[src/rtl/regbank_sb_if.sv]
// Handshake and data bundle for regbank_sb.
// The issue/writeback side drives it through master; the bank uses slave.
interface regbank_sb_if #(
    parameter int DWIDTH = 32,
    parameter int AWIDTH = 5
);
    localparam int DEPTH = 2 ** AWIDTH;

    logic              we0;
    logic [AWIDTH-1:0] wa0;
    logic [DWIDTH-1:0] wd0;
    logic              we1;
    logic [AWIDTH-1:0] wa1;
    logic [DWIDTH-1:0] wd1;
    logic              rsv_en;
    logic [AWIDTH-1:0] rsv_addr;
    logic              rd_en;
    logic [AWIDTH-1:0] sr1;
    logic [AWIDTH-1:0] sr2;
    logic              rd_ready;
    logic              rd_valid;
    logic [DWIDTH-1:0] rddata1;
    logic [DWIDTH-1:0] rddata2;
    logic [DEPTH-1:0]  busy;

    modport master (
        output we0, wa0, wd0, we1, wa1, wd1,
        output rsv_en, rsv_addr, rd_en, sr1, sr2,
        input  rd_ready, rd_valid, rddata1, rddata2, busy
    );

    modport slave (
        input  we0, wa0, wd0, we1, wa1, wd1,
        input  rsv_en, rsv_addr, rd_en, sr1, sr2,
        output rd_ready, rd_valid, rddata1, rddata2, busy
    );
endinterface

[src/rtl/regbank_sb.sv]
// Two-write/two-read register bank with registered reads,
// same-cycle write bypass and a pending-write scoreboard.
module regbank_sb #(
    parameter int DWIDTH   = 32,
    parameter int AWIDTH   = 5,
    parameter int ZERO_REG = 1
) (
    input logic         clk,
    input logic         rst,
    regbank_sb_if.slave bus
);
    localparam int DEPTH = 2 ** AWIDTH;

    logic [DWIDTH-1:0] r_mem [DEPTH];
    logic [DEPTH-1:0]  r_busy;
    logic              r_valid;
    logic [DWIDTH-1:0] r_rd1;
    logic [DWIDTH-1:0] r_rd2;

    logic              w_we0;
    logic              w_we1;
    logic              w_rsv;
    logic [AWIDTH-1:0] w_src [2];
    logic [DWIDTH-1:0] w_eff [2];
    logic [1:0]        w_hit0;
    logic [1:0]        w_hit1;
    logic [1:0]        w_stall;
    logic              w_ready;
    logic              w_accept;
    logic [DEPTH-1:0]  w_busy_nxt;

    // Register 0 is hardwired when ZERO_REG is set, so drop its writes.
    assign w_we0 = bus.we0 && !(ZERO_REG != 0 && bus.wa0 == '0);
    assign w_we1 = bus.we1 && !(ZERO_REG != 0 && bus.wa1 == '0);
    assign w_rsv = bus.rsv_en
                && !(ZERO_REG != 0 && bus.rsv_addr == '0);

    assign w_src[0] = bus.sr1;
    assign w_src[1] = bus.sr2;

    // Effective source value with port 1 over port 0 bypass, and stall.
    always_comb begin
        for (int s = 0; s < 2; s++) begin
            w_hit0[s] = w_we0 && (bus.wa0 == w_src[s]);
            w_hit1[s] = w_we1 && (bus.wa1 == w_src[s]);
            w_eff[s]  = r_mem[w_src[s]];
            if (w_hit0[s]) w_eff[s] = bus.wd0;
            if (w_hit1[s]) w_eff[s] = bus.wd1;
            if (ZERO_REG != 0 && w_src[s] == '0) w_eff[s] = '0;
            w_stall[s] = r_busy[w_src[s]] && !w_hit0[s] && !w_hit1[s];
        end
    end

    assign w_ready  = ~|w_stall;
    assign w_accept = bus.rd_en && w_ready;

    // Writeback clears pending, then a reserve on the same address wins.
    always_comb begin
        w_busy_nxt = r_busy;
        if (w_we0) w_busy_nxt[bus.wa0] = 1'b0;
        if (w_we1) w_busy_nxt[bus.wa1] = 1'b0;
        if (w_rsv) w_busy_nxt[bus.rsv_addr] = 1'b1;
    end

    // Array update; port 1 is applied last so it wins on a collision.
    always_ff @(posedge clk or negedge rst) begin
        if (!rst) begin
            for (int i = 0; i < DEPTH; i++) r_mem[i] <= '0;
        end else begin
            if (w_we0) r_mem[bus.wa0] <= bus.wd0;
            if (w_we1) r_mem[bus.wa1] <= bus.wd1;
        end
    end

    // Scoreboard of registers with a write still outstanding.
    always_ff @(posedge clk or negedge rst) begin
        if (!rst) r_busy <= '0;
        else      r_busy <= w_busy_nxt;
    end

    // Registered read port; data holds when no read is accepted.
    always_ff @(posedge clk or negedge rst) begin
        if (!rst) begin
            r_valid <= 1'b0;
            r_rd1   <= '0;
            r_rd2   <= '0;
        end else begin
            r_valid <= w_accept;
            if (w_accept) begin
                r_rd1 <= w_eff[0];
                r_rd2 <= w_eff[1];
            end
        end
    end

    assign bus.rd_ready = w_ready;
    assign bus.rd_valid = r_valid;
    assign bus.rddata1  = r_rd1;
    assign bus.rddata2  = r_rd2;
    assign bus.busy     = r_busy;
endmodule

[src/flat_wrapper.sv]
// flat-port wrapper written by rule: the top's interface ports become plain ports
module regbank_sb_flat 
#(
    parameter int DWIDTH   = 32,
    parameter int AWIDTH   = 5,
    parameter int ZERO_REG = 1
)
  (clk, rst, bus_we0, bus_wa0, bus_wd0, bus_we1, bus_wa1, bus_wd1, bus_rsv_en, bus_rsv_addr, bus_rd_en, bus_sr1, bus_sr2, bus_rd_ready, bus_rd_valid, bus_rddata1, bus_rddata2, bus_busy);
  regbank_sb_if #(.DWIDTH(DWIDTH), .AWIDTH(AWIDTH)) bus_i ();
  input logic clk;
  input logic rst;
  input wire logic [$bits(bus_i.we0)-1:0] bus_we0;
  input wire logic [$bits(bus_i.wa0)-1:0] bus_wa0;
  input wire logic [$bits(bus_i.wd0)-1:0] bus_wd0;
  input wire logic [$bits(bus_i.we1)-1:0] bus_we1;
  input wire logic [$bits(bus_i.wa1)-1:0] bus_wa1;
  input wire logic [$bits(bus_i.wd1)-1:0] bus_wd1;
  input wire logic [$bits(bus_i.rsv_en)-1:0] bus_rsv_en;
  input wire logic [$bits(bus_i.rsv_addr)-1:0] bus_rsv_addr;
  input wire logic [$bits(bus_i.rd_en)-1:0] bus_rd_en;
  input wire logic [$bits(bus_i.sr1)-1:0] bus_sr1;
  input wire logic [$bits(bus_i.sr2)-1:0] bus_sr2;
  output wire logic [$bits(bus_i.rd_ready)-1:0] bus_rd_ready;
  output wire logic [$bits(bus_i.rd_valid)-1:0] bus_rd_valid;
  output wire logic [$bits(bus_i.rddata1)-1:0] bus_rddata1;
  output wire logic [$bits(bus_i.rddata2)-1:0] bus_rddata2;
  output wire logic [$bits(bus_i.busy)-1:0] bus_busy;
  assign bus_i.we0 = bus_we0;
  assign bus_i.wa0 = bus_wa0;
  assign bus_i.wd0 = bus_wd0;
  assign bus_i.we1 = bus_we1;
  assign bus_i.wa1 = bus_wa1;
  assign bus_i.wd1 = bus_wd1;
  assign bus_i.rsv_en = bus_rsv_en;
  assign bus_i.rsv_addr = bus_rsv_addr;
  assign bus_i.rd_en = bus_rd_en;
  assign bus_i.sr1 = bus_sr1;
  assign bus_i.sr2 = bus_sr2;
  assign bus_rd_ready = bus_i.rd_ready;
  assign bus_rd_valid = bus_i.rd_valid;
  assign bus_rddata1 = bus_i.rddata1;
  assign bus_rddata2 = bus_i.rddata2;
  assign bus_busy = bus_i.busy;
  regbank_sb #(.DWIDTH(DWIDTH), .AWIDTH(AWIDTH), .ZERO_REG(ZERO_REG)) u_core (.clk(clk), .rst(rst), .bus(bus_i));
endmodule
[config.mk]
export PLATFORM = sky130hd
export DESIGN_NAME = regbank_sb_flat
export DESIGN_NICKNAME = d
export VERILOG_FILES = /design/src/rtl/regbank_sb_if.sv /design/src/rtl/regbank_sb.sv /design/src/flat_wrapper.sv
export SDC_FILE = /design/constraint.sdc
export NUM_CORES = 2
export LEC_CHECK = 0
export CAP_MARGIN = 20
export CORE_MARGIN = 3
export CORE_UTILIZATION = 40
export DETAILED_ROUTE_END_ITERATION = 8
export DONT_BUFFER_PORTS = 1
export PLACE_DENSITY = 0.63
export SLEW_MARGIN = 10
export SYNTH_ARGS = -nofsm -noshare
export SYNTH_HDL_FRONTEND = slang
export SYNTH_SLANG_ARGS = --single-unit
export TNS_END_PERCENT = 30
[constraint.sdc]
create_clock -name clk -period 4.65 [get_ports clk]
set_input_delay 1.1625 -clock clk [delete_from_list [all_inputs] [get_ports clk]]
set_output_delay 1.1625 -clock clk [all_outputs]
set_load 0.02 [all_outputs]
==> reports/results.ini <==
[timing]
slew_headroom=0.138
finClkSkew_ns=0.0321
drv_slew=0
rsz0062_at_grt=false
max_slew.worst_pin.slew_ns=1.29
fin_crit_sh=0.941
fmax_mhz=229
setup_viol=0
period_needed_ns=4.37
fin_tns_setup_ns=0
finalHoldViolCount=0

[global_routing]
grt_pass1_vias=55600
overflow=0
busiest_layer=met2
met3_usage=0.114
grt_max_degree=268
use_met1=0.400
grt_pass1_wl_um=414000
grtUsageTotal=0.326
antenna_found_initial=10
met2_usage=0.480

[setup_path]
setup.worst_path.start_class=input port
max_stage_delay_ns=0.44
cp_max_fo=267
endpoint_kind=primary output
cp_data_required_time_ns=3.49
cp_slowest_cell=or2_4
cp.arrival_ns=3.21
critPathKind=input port to primary output
cp_cell_sequence=xor2_1, a211o_2, or2_4, nand4_1, and3_1

[final_layout]
final_cell_area_um2=74900
layout.nets=6140
stdcell_count=8443
syn_to_final_growth_pct=8.84
final_layout_size_suffix_gt1_frac=0.163
fill_cells=15600

[synthesis]
synth_compound_area_frac=0.126
yosys.area.top_type_share=0.408
synthArstFlopShare=1.00
muxShareOfSynthArea=0.312
synthXorXnorAreaFrac=0.00255
synth.avg_cell_area_um2=10.4
synth_area_um2=68800
synth_top_family_by_area=multiplexers
ys.flop_type=dfrtp_1
syn_nets=6717
synthAdderAreaFrac=0
synthTopCellsByCount=dfrtp_1, mux2i_1, nand2_1, clkbuf_1, nor2_1
synth.ff_latch_count=1121
yosys.area.top_type=dfrtp_1
ys_warn_count=0
ys_seq_area_frac=0.408
synth_edf_count=0
yosysMostFrequentCell=dfrtp_1
synth_area_leaders=dfrtp_1, mux4_2, mux2i_1
netlist_instances=6622
netlist-cell-type-count=59
yosys.area_share.simple=0.100

[power]
powerDensity_nw_per_um2=446
power_mw=33.4
peakVddDrop_mv=0.389
leakage_nw=30.6

[detailed_routing]
ant_nets=0
drt-vias-per-instance=6.83
avgRoutedWirePerCell_um=34.7
dr.pass1.iters=7
wl_um=293000
drc_errors=0
vias=57700
drt_iter0_drc=9344

[place]
io_buffers=0
placed_area_um2=70400
place.gp.congestion=0.907
dpl.cell_count=8203
post-dp-hpwl_um=163000

[clock_network]
post_cts_buffers=0
cts.sinks=1121
cts_tree=built
htreeDepth=4
ctsHoldBuffers=0
clock_path_buffers=3
postCtsResizedCells=0
path_clk_slew_ns=0.06
insertion_delay_ns=0.80
cts_root_buf=clkbuf_16
cts_made_buffers=131

[floorplanning]
ios=193
dieArea_um2=177000
die_x_um=421
core-area_um2=170000
fp.dieH_um=421
start_util=0.404
rows=151

[hold_path]
hp-class=input port to async pin

[flow_run]
maxCapViolations=0

[run_status]
status=finished, final reports clean

## layer usage
| metal | wire (µm) | share of wire |
|---|---|---|
| met5 | 59 | 0.00020 |
| met4 | 25000 | 0.085 |
| met3 | 40100 | 0.14 |
| met2 | 127000 | 0.43 |
| met1 | 101000 | 0.34 |
## cells in the final DEF, fill, tap and decap left out, types with 6 or more instances in the layout
cell,n
xnor2_1,12
a32oi_1,47
nor2_1,521
a31oi_1,167
nor2b_4,6
mux4_1,7
nand2_1,793
mux2_2,23
mux2_1,46
nand4_1,88
nand2_4,19
nand2b_1,6
nand3b_1,7
o21ai_0,514
buf_16,9
bufinv_16,8
nand2_2,6
nor2_4,35
dfrtp_1,1121
nand4b_1,33
a22oi_1,226
mux2i_1,856
buf_4,93
a21oi_1,447
inv_1,36
a22o_1,6
clkinv_2,22
a32o_1,13
mux4_2,529
clkbuf_16,136
a211oi_1,46
clkbuf_1,22
xor2_1,8
inv_6,6
nor3_1,70
clkbuf_8,29
and3_1,6
buf_12,37
## logic make-up after synthesis
kind of cell    Yosys count
compound gates         1489
mux                    1461
simple gates           1645
buf+inv                 886
flops                  1121
xor+xnor                 20
## critical path, delay by kind of cell
family,cells,cell delay [ns]
xor+xnor,1,0.38
compound gates,1,0.31
simple gates,3,0.96
## layout make-up
cell class                 count  area, µm²  share of cell area
clock buffer                 187       3880              0.0519
sequential                  1121      28100               0.375
tap                         2295       2870              0.0383
antenna                        5       12.5            0.000167
multi-input combinational   4615      37700               0.504
timing repair buffer         139       1690              0.0225
clock inverter                44        502             0.00670
inverter                      37        139             0.00185
## per-stage QoR
step	worst slack (ns)	util	hold slack (ns)
finish	0.276	0.440	0.111
global route	0.579	0.440	0.0872
CTS	0.614	0.439	0.0583
detailed placement	0.658	0.414	0.383
global placement	0.647	0.414	0.376
floorplan	0.849	-	0.441
## worst paths after layout
kind / cells past startpoint / endpoint / startpoint / slack, ns
min: 0 / u_core.r_mem[111] / rst / 0.11
max in group asynchronous: 3 / u_core.bus.busy[13] / rst / 2.14
max: 5 / bus_rd_ready / bus_sr1[0] / 0.28
min in group clk: 0 / u_core.r_mem[1010] / u_core.r_mem[1010] / 0.40
max reg2reg: 7 / u_core.bus.rddata2[23] / u_core.bus.busy[30] / 1.33
min reg2reg: 0 / u_core.r_mem[1010] / u_core.r_mem[1010] / 0.40
## state kept, by name, indices dropped and copies added, names as in the netlist
name and flops:
u_core.bus.rddata2 32, u_core.bus.rddata1 32, u_core.bus.busy 32, u_core.r_mem 1024
u_core.bus.rd_valid 1
## where the power goes
group          leakage [nW]  switching (mW)  internal (mW)
combinational          14.6            3.08           4.14
clock                  2.17            4.50           6.27
sequential             13.8            3.07           12.4
(Power assumes the default switching activity.)
